### src/rtl/duty_cycle_meter_if.sv
// duty_cycle_meter_if: stimulus and result bundle for the duty cycle meter.
// master drives enable/sig_in; slave returns the measurement results.
interface duty_cycle_meter_if #(
  parameter int CNT_W = 16
);
  logic             enable;
  logic             sig_in;
  logic [CNT_W-1:0] period_count;
  logic [CNT_W-1:0] high_count;
  logic             meas_valid;
  logic             locked;
  logic             overflow;

  modport master (
    output enable,
    output sig_in,
    input  period_count,
    input  high_count,
    input  meas_valid,
    input  locked,
    input  overflow
  );

  modport slave (
    input  enable,
    input  sig_in,
    output period_count,
    output high_count,
    output meas_valid,
    output locked,
    output overflow
  );
endinterface

### src/rtl/duty_cycle_meter.sv
// duty_cycle_meter: measures period and high time of a slow signal
// in reference clock cycles, with sticky overflow and lock tracking.
module duty_cycle_meter #(
  parameter int CNT_W       = 16,
  parameter int SYNC_STAGES = 2
) (
  input logic                clock,
  input logic                reset,
  duty_cycle_meter_if.slave  bus
);

  typedef enum logic [1:0] {
    IDLE,
    WAIT_RISE,
    MEASURE
  } state_t;

  localparam logic [CNT_W-1:0] ONE  = CNT_W'(1);
  localparam logic [CNT_W-1:0] FULL = '1;

  state_t state, state_n;

  logic [SYNC_STAGES-1:0] sync;
  logic s, s_d, rise;

  logic [CNT_W-1:0] per_cnt, per_cnt_n;
  logic [CNT_W-1:0] hi_cnt, hi_cnt_n;
  logic [CNT_W-1:0] period_q, period_n;
  logic [CNT_W-1:0] high_q, high_n;
  logic valid_q, valid_n;
  logic locked_q, locked_n;
  logic ovf_q, ovf_n;

  assign s    = sync[SYNC_STAGES-1];
  assign rise = s & ~s_d;

  always_ff @(posedge clock) begin
    if (reset) begin
      sync <= '0;
      s_d  <= 1'b0;
    end else begin
      sync <= {sync[SYNC_STAGES-2:0], bus.sig_in};
      s_d  <= s;
    end
  end

  always_ff @(posedge clock) begin
    if (reset) begin
      state    <= IDLE;
      per_cnt  <= '0;
      hi_cnt   <= '0;
      period_q <= '0;
      high_q   <= '0;
      valid_q  <= 1'b0;
      locked_q <= 1'b0;
      ovf_q    <= 1'b0;
    end else begin
      state    <= state_n;
      per_cnt  <= per_cnt_n;
      hi_cnt   <= hi_cnt_n;
      period_q <= period_n;
      high_q   <= high_n;
      valid_q  <= valid_n;
      locked_q <= locked_n;
      ovf_q    <= ovf_n;
    end
  end

  always_comb begin
    state_n   = state;
    per_cnt_n = per_cnt;
    hi_cnt_n  = hi_cnt;
    period_n  = period_q;
    high_n    = high_q;
    valid_n   = 1'b0;
    locked_n  = locked_q;
    ovf_n     = ovf_q;
    // Dropping enable aborts everything except the last result.
    if (!bus.enable) begin
      state_n   = IDLE;
      per_cnt_n = '0;
      hi_cnt_n  = '0;
      locked_n  = 1'b0;
      ovf_n     = 1'b0;
    end else begin
      unique case (state)
        IDLE: begin
          per_cnt_n = '0;
          hi_cnt_n  = '0;
          state_n   = WAIT_RISE;
        end
        WAIT_RISE: begin
          if (rise) begin
            per_cnt_n = ONE;
            hi_cnt_n  = ONE;
            state_n   = MEASURE;
          end
        end
        MEASURE: begin
          if (rise) begin
            period_n  = per_cnt;
            high_n    = hi_cnt;
            valid_n   = 1'b1;
            locked_n  = 1'b1;
            per_cnt_n = ONE;
            hi_cnt_n  = ONE;
          end else if (per_cnt == FULL) begin
            ovf_n    = 1'b1;
            locked_n = 1'b0;
            state_n  = WAIT_RISE;
          end else begin
            per_cnt_n = per_cnt + ONE;
            if (s) hi_cnt_n = hi_cnt + ONE;
          end
        end
        default: state_n = IDLE;
      endcase
    end
  end

  assign bus.period_count = period_q;
  assign bus.high_count   = high_q;
  assign bus.meas_valid   = valid_q;
  assign bus.locked       = locked_q;
  assign bus.overflow     = ovf_q;

endmodule

### src/flat_wrapper.sv
// flat-port wrapper written by rule: the top's interface ports become plain ports
module duty_cycle_meter_flat 
#(
  parameter int CNT_W       = 16,
  parameter int SYNC_STAGES = 2
)
  (clock, reset, bus_enable, bus_sig_in, bus_period_count, bus_high_count, bus_meas_valid, bus_locked, bus_overflow);
  duty_cycle_meter_if #(.CNT_W(CNT_W)) bus_i ();
  input logic clock;
  input logic reset;
  input wire logic [$bits(bus_i.enable)-1:0] bus_enable;
  input wire logic [$bits(bus_i.sig_in)-1:0] bus_sig_in;
  output wire logic [$bits(bus_i.period_count)-1:0] bus_period_count;
  output wire logic [$bits(bus_i.high_count)-1:0] bus_high_count;
  output wire logic [$bits(bus_i.meas_valid)-1:0] bus_meas_valid;
  output wire logic [$bits(bus_i.locked)-1:0] bus_locked;
  output wire logic [$bits(bus_i.overflow)-1:0] bus_overflow;
  assign bus_i.enable = bus_enable;
  assign bus_i.sig_in = bus_sig_in;
  assign bus_period_count = bus_i.period_count;
  assign bus_high_count = bus_i.high_count;
  assign bus_meas_valid = bus_i.meas_valid;
  assign bus_locked = bus_i.locked;
  assign bus_overflow = bus_i.overflow;
  duty_cycle_meter #(.CNT_W(CNT_W), .SYNC_STAGES(SYNC_STAGES)) u_core (.clock(clock), .reset(reset), .bus(bus_i));
endmodule
### config.mk
export PLATFORM = sky130hd
export DESIGN_NAME = duty_cycle_meter_flat
export DESIGN_NICKNAME = d
export VERILOG_FILES = /design/src/rtl/duty_cycle_meter_if.sv /design/src/rtl/duty_cycle_meter.sv /design/src/flat_wrapper.sv
export SDC_FILE = /design/constraint.sdc
export NUM_CORES = 1
export LEC_CHECK = 0
export ABC_AREA = 1
export CELL_PAD_IN_SITES_DETAIL_PLACEMENT = 0
export CELL_PAD_IN_SITES_GLOBAL_PLACEMENT = 1
export CORE_MARGIN = 8
export CORE_UTILIZATION = 37
export DETAILED_ROUTE_END_ITERATION = 8
export PLACE_DENSITY_LB_ADDON = 0.1
export SLEW_MARGIN = 5
export SYNTH_ARGS = -nofsm -noshare
export SYNTH_HDL_FRONTEND = slang
export SYNTH_SLANG_ARGS = --single-unit
### constraint.sdc
create_clock -name clock -period 1.6 [get_ports clock]
set_input_delay 0.4 -clock clock [delete_from_list [all_inputs] [get_ports clock]]
set_output_delay 0.4 -clock clock [all_outputs]
set_load 0.01 [all_outputs]
==> flow_summary.yaml <==
global_route:
  grt_pass1_wl_um: 16320
  grt_start_max_net_pins: 36
  top_usage_layer: "met1"
  use_met2_pct: 22.17
  grtUsageTotal_pct: 15.81
  overflow: 0
  gr-usage-met3_pct: 3.939
  grt_pass1_vias: 3174
  grtUsageMet1_pct: 22.74
  grt_antenna_before_repair: 0
synthesis:
  syn_inst: 519
  synth_flop_cell: "dfxtp_1"
  syn_avg_cell_area_um2: 6.967
  ys_seq_elements: 72
  yosysSeqAreaShare_pct: 39.86
  synth_fp_nets: 530
  ys_types: 32
  yosysWarnings: 0
  synth_area_um2: 3616
  async_reset_ff_share_pct: 0
  synth-edff-count: 0
run:
  drv_cap: 0
floorplanning:
  dieArea_um2: 13190
  design.portCount: 39
  die_h_um: 114.9
  die_w_um: 114.9
  num_rows: 36
  core_um2: 9639
  start_util_pct: 37.51
finish:
  final_cells: 750
  final_nets: 624
  finish.utilization_pct: 52.06
  n_antenna_cell: 0
  area_growth_pct: 38.79
  drive_gt1_share_pct: 24.47
hold_path:
  hold_depth: 2
  min_to: "u_core.sync[1]$_SDFF_PP0_"
  hold_start: "u_core.sync[0]$_SDFF_PP0_"
  hold_path.class: "flip-flop to flip-flop"
sta:
  rsz0062_at_grt: "true"
  max_slew_margin_pct: 74.47
  setup_viol_count_final: 0
  max_clock_freq_mhz: 634.1
  worst_pin_slew_ns: 0.3800
  finalCritPeriodShare_pct: 98.56
  hold_viol: 0
  fin_crit_ns: 1.577
  maxSlewViolCount: 0
  fin_skew_ns: 0.007300
power:
  powerDensity_nw_per_um2: 700.4
  power.leakage_nw: 2.235
  ir_worst_vdd_uv: 318.3
  total_power_mw: 3.515
setup_path:
  worst_setup_path_start_kind: "flip-flop"
  crit_fanout: 11
  cp_cell_sequence: "ha_4 > nand2_4 > nor2_4 > nand2_4 > nor2_4 > nand3_4 > buf_12 > nand3_2 > nand2_1 > and2_1"
  cp-startpoint: "u_core.per_cnt[1]$_SDFFE_PP0P_"
  rr_worst_depth: 10
  crit_family: "simple AND/OR/NAND/NOR gates"
  r2r-end: "u_core.per_cnt[7]$_SDFFE_PP0P_"
  reg2reg_slack_ns: 0.02
  max_stage_delay_ns: 0.36
  worstPathRequired_ns: 1.84
  critPathBufInv: 1
  cp-end-kind: "flip-flop"
  r2r-start: "u_core.per_cnt[1]$_SDFFE_PP0P_"
  crit_type: "flip-flop to flip-flop"
  crit_slowest_cell: "dfxtp_2"
  arrival_ns: 1.82
cts:
  cts_buffers: 9
  cts.sinks: 72
  cts_tree: "built"
  clkLatencyLatePin_ns: 0.35
  cts_root_buf: "clkbuf_8"
  cts_htree_levels: 3
  path_clk_slew_ns: 0.08
  cts_buffer_depth: 2
drt:
  wl_per_cell_um: 14.00
  drc: 0
  routed_wl_um: 10500
  drt_pass1_iterations: 7
  ant_nets: 0
  via_per_inst: 4.773
  vias: 3580
  drt_iter0_markers: 213
status:
  status: "complete, no violations"
placement:
  dpl.cell_count: 724
  hpwl_um: 7749
  place.gp.congestion: 0.8301
  port_buffers: 38
[where the power goes]
part	switching (mW)	internal (mW)	leakage, nW
Combinational	0.265	0.201	1.57
Sequential	0.0120	1.81	0.584
Clock	0.682	0.547	0.0789
Total	0.958	2.56	2.24
[synth_stat cells (2+ instances only)]
cell	instances	area share (%)
a211oi_1	28	5.8
a21oi_1	17	2.4
a21oi_2	9	2.2
buf_2	11	1.5
buf_6	2	0.62
clkbuf_1	5	0.52
dfxtp_1	72	40
ha_1	7	2.4
inv_1	75	7.8
nand2_1	117	12
nand2_2	6	1.0
nand2_4	2	0.62
nand3_1	31	4.3
nand3_4	2	0.97
nand4_1	12	2.1
nor2_1	80	8.3
nor2_2	4	0.69
nor2_4	2	0.62
nor3_1	4	0.55
o21ai_0	19	2.6
o21bai_1	2	0.42
o22ai_1	2	0.35
[kinds of logic (layout without fill, tap and decap cells)]
kind of cell,count (synthesis),count (layout),synth area share (%)
compound gates,80,80,14.36
flops,72,72,39.86
buf+inv,97,195,11.42
fa+ha+maj,7,7,2.422
simple gates,263,263,31.94
[cell usage in the layout (no fill, tap or decap), drive strengths merged, types with 19 or more instances in the layout]
| cell | netlist | final |
|---|---|---|
| a211oi | 28 | 28 |
| a21oi | 26 | 26 |
| buf | 16 | 65 |
| dfxtp | 72 | 72 |
| dlygate4sd2 | 0 | 35 |
| inv | 76 | 76 |
| nand2 | 125 | 125 |
| nand3 | 34 | 34 |
| nor2 | 86 | 86 |
| o21ai | 19 | 19 |
[worst reg2reg max path, cell delays in order, from the launching register on]
cell	delay [ns]
dfxtp_2	0.36
ha_4	0.16
nand2_4	0.06
nor2_4	0.12
nand2_4	0.09
nor2_4	0.15
nand3_4	0.14
buf_12	0.17
nand3_2	0.05
nand2_1	0.05
and2_1	0.14
[stage by stage]
step | setup TNS, ns | hold WS [ns] | instance area (um2) | setup slack, ns
2_1_floorplan | 0 | 0.3883 | 3620 | 0.02862
3_3_place_gp | -3.007 | 0.4104 | 4482 | -0.1277
3_5_place_dp | -4.165 | 0.3982 | 4482 | -0.1573
4_1_cts | -0.05779 | 0.4097 | 4747 | -0.01921
5_1_grt | -0.6992 | 0.4492 | 5019 | -0.06546
6_report | 0 | 0.4123 | 5019 | 0.02306
[metal layers]
layer  routed length (um)  part of all wire (%)  up-vias
met5                    0                     0        -
met4                  123                   1.2        0
met3                  678                   6.5        9
met2                 4358                    42       75
met1                 5339                    51     1640
li1                     -                     -     1856
[how the worst max path moves through the flow]
stage                                                  to  slack (ns)  cells after the start
final                      u_core.per_cnt[7]$_SDFFE_PP0P_        0.02                     10
after global routing       u_core.per_cnt[7]$_SDFFE_PP0P_       -0.07                     10
after global placement    u_core.per_cnt[11]$_SDFFE_PP0P_       -0.13                     11
after floorplan             u_core.hi_cnt[7]$_SDFFE_PP0P_        0.03                     10
after CTS                 u_core.per_cnt[15]$_SDFFE_PP0P_       -0.02                     12
after detailed placement    u_core.hi_cnt[8]$_SDFFE_PP0P_       -0.16                      9
[registers in the layout, summed over array words and instances, names as in the netlist, 2 cells and up]
signal / cells
u_core.hi_cnt: 16
u_core.per_cnt: 16
u_core.state: 2
u_core.bus.high_count: 16
u_core.sync: 2
u_core.bus.period_count: 16
[what timing repair did]
item                                    4_1_cts  5_1_grt
pin swaps                                     6       13
gates cloned                                  1        2
hold endpoints to repair                      0        0
buffers inserted                              5        3
hold buffers                                  0        0
endpoints found under the setup margin       91       62
resized for setup                            58       62
[area by class of cell]
cell class                      count  area [um2]
Sequential cell                    72        1451
Clock buffer                       11       131.4
Fill cell                        1025        4621
Clock inverter                      4       22.52
Inverter                           76       290.3
Timing Repair Buffer              104       957.2
Tap cell                          133       166.4
Multi-Input combinational cell    350        1999
Power figures use the tool's default switching activity.
==> RTL change, RTL diff (config.mk and constraints unchanged) <==
Re-encode `state_t` (3 states) as one-hot, 3 bits wide.
--- a/src/rtl/duty_cycle_meter.sv
+++ b/src/rtl/duty_cycle_meter.sv
@@ -11,6 +11,6 @@
 
-  typedef enum logic [1:0] {
-    IDLE,
-    WAIT_RISE,
-    MEASURE
+  typedef enum logic [2:0] {
+    IDLE      = 3'b001,
+    WAIT_RISE = 3'b010,
+    MEASURE   = 3'b100
   } state_t;
Check against the original RTL: same outputs for any inputs over 10 cycles, from zero or initial values and one cycle with reset high; not proved beyond that.
==> RTL change against the original RTL <==
The flow now finishes with violations (negative setup slack); final area increased by 0.12%; worst setup slack got worse by 0.045 ns; critical path depth unchanged; synthesized area decreased by 1.3%; sequential cell count increased by 1; routed wire length increased by 4.4%; power increased by 10%; largest power group unchanged; global-route usage increased by 0.32 points.
==> RTL change: results (changes against the original RTL) <==
stage	metric	value	unit	change
global_routing	antenna_found_initial	0		unchanged
layout	antenna_cells	0		unchanged
sta	setup_tns	-0.110	ns	-0.110 ns
clock_network	cts_buffers	9		unchanged
layout	layout-drive-gt1-share	22.9	%	-1.6 points
clock_network	cts_root_buf	clkbuf_8		
global_routing	grt_usage	16.1	%	+0.32 points
worst_hold_path	holdPathStages	2		unchanged
logic_synthesis	synthTopCellsByCount	nand2_1, nor2_1, dfxtp_1		
status	status	complete, but fails checks		
power_and_ir_drop	ir_worst_vdd	0.364	mV	+14%
placement	dpl.cell_count	720		-0.55%
sta	finClkSkew	0.00553	ns	-0.00177 ns
sta	worstMarginPinSlew	0.398	ns	+0.0183 ns
logic_synthesis	synth-seq-area-share	41.0	%	+1.1 points
worst_hold_path	worstHoldPathType	reg2reg		
worst_setup_path	crit_arrival	1.92	ns	+0.10 ns
layout	layout.cells.non_filler	757		+0.93%
route	drt_wl_total	11000	µm	+4.4%
worst_setup_path	worstPathMaxFanout	8		-3
route	post-route-drc-count	0		unchanged
layout	finalNetCount	625		+0.16%
sta	setup_viol	10		+10
layout	num-fill-cells	1004		-2.0%
logic_synthesis	async_reset_ff_share	0	%	unchanged
clock_network	clk_pin_slew	0.08	ns	about the same
status	violations	negative setup slack		
route	viasPerCell	4.81		+0.79%
logic_synthesis	netlist_instances	512		-1.3%
placement	place_area	4460	µm²	-0.39%
placement	dpl_worst_slack	-0.143	ns	+0.0142 ns
clock_network	cts.htree.levels	3		unchanged
global_routing	first_global_vias	3299		+3.9%
worst_setup_path	worstRegToRegCells	10		unchanged
logic_synthesis	yosysWarnings	0		unchanged
placement	gp_congestion	0.843		+1.6%
logic_synthesis	synth_area_leaders	dfxtp_1, nand2_1, nor2_1		
logic_synthesis	yosysUniqueCellTypes	32		unchanged
route	drtIter0Drc	227		+6.6%
logic_synthesis	syn_nets	518		-2.3%
route	dr.pass1.iters	5		-2
power_and_ir_drop	leakagePower	2.24	nW	+0.38%
placement	hpwl	7530	µm	-2.8%
clock_network	worstSkewPairLatency	0.36	ns	
placement	io_buffers	38		unchanged
clock_network	cts_buffer_depth	2		unchanged
global_routing	grt_pass1_wl	16400	µm	+0.38%
global_routing	grt_max_degree	41		+14%
sta	fin_ws	-0.0221	ns	-0.0452 ns
[RTL change: path summary, 6_finish.rpt]
path | to | slack [ns] | startpoint
worst max-delay path | u_core.per_cnt[11] | -0.02 | u_core.per_cnt[5]
worst min-delay path | u_core.sync[1] | 0.41 | u_core.sync[0]
worst max register to register | u_core.per_cnt[11] | -0.02 | u_core.per_cnt[5]
worst min register to register | u_core.sync[1] | 0.41 | u_core.sync[0]
[RTL change: area by class of cell]
class	count	area [µm²]	share of cell area (%)
clock buffer	11	151	3.01
clock inverter	5	77.6	1.54
inverter	74	292	5.80
multi-input combinational	349	1870	37.2
sequential	73	1470	29.2
tap	133	166	3.31
timing repair buffer	112	1000	19.9
[RTL change: where the power goes]
group / internal [W] / switching [W] / total, W
combinational: 0.000149 / 0.000206 / 0.000355
clock: 0.000958 / 0.000716 / 0.00167
sequential: 0.00183 / 0.0000118 / 0.00184
total: 0.00294 / 0.000934 / 0.00387
[RTL change: cell families after synthesis]
logic type / after synthesis / share of synthesized area [%]
DFF: 73 / 41.0
and+or+nand+nor: 262 / 32.2
buffers and inverters: 93 / 11.2
adders and majority gates: 2 / 0.701
xor gates and xnor gates: 2 / 0.491
AOI/OAI and AO/OA: 80 / 14.5
[RTL change: layer usage]
metal / vias to the layer above / share of wire [%] / wire (µm) / GRT usage (%)
met5: - / 0 / 0 / 0
met4: 0 / 1.9 / 211 / 7.45
met3: 14 / 4.8 / 530 / 2.64
met2: 87 / 43 / 4730 / 24.3
met1: 1670 / 50 / 5490 / 22.0
li1: 1871 / - / - / -
[RTL change: per-stage QoR]
stage,total power [W],hold WS (ns)
2_1_floorplan,0.00206,0.388
3_3_place_gp,0.00215,0.396
3_5_place_dp,0.00215,0.397
4_1_cts,0.00384,0.408
5_1_grt,0.00402,0.417
6_report,0.00387,0.406
[RTL change: what timing repair did]
item | CTS | global route
hold buffers | 0 | 0
cloned | 0 | 6
pin swaps | 12 | 14
resized for setup | 47 | 31
setup buffers | 6 | 9
setup endpoints to repair | 69 | 67
endpoints found under the hold margin | 0 | 0
[RTL change: worst max-delay path: stages (launching register included)]
cell,delay [ns]
dfxtp_1,0.39
nand2_1,0.12
nor2_2,0.16
nand2_2,0.10
nor2_4,0.14
nand3_4,0.13
nand2_8,0.12
buf_4,0.12
buf_6,0.11
nand2_1,0.07
a21oi_2,0.12
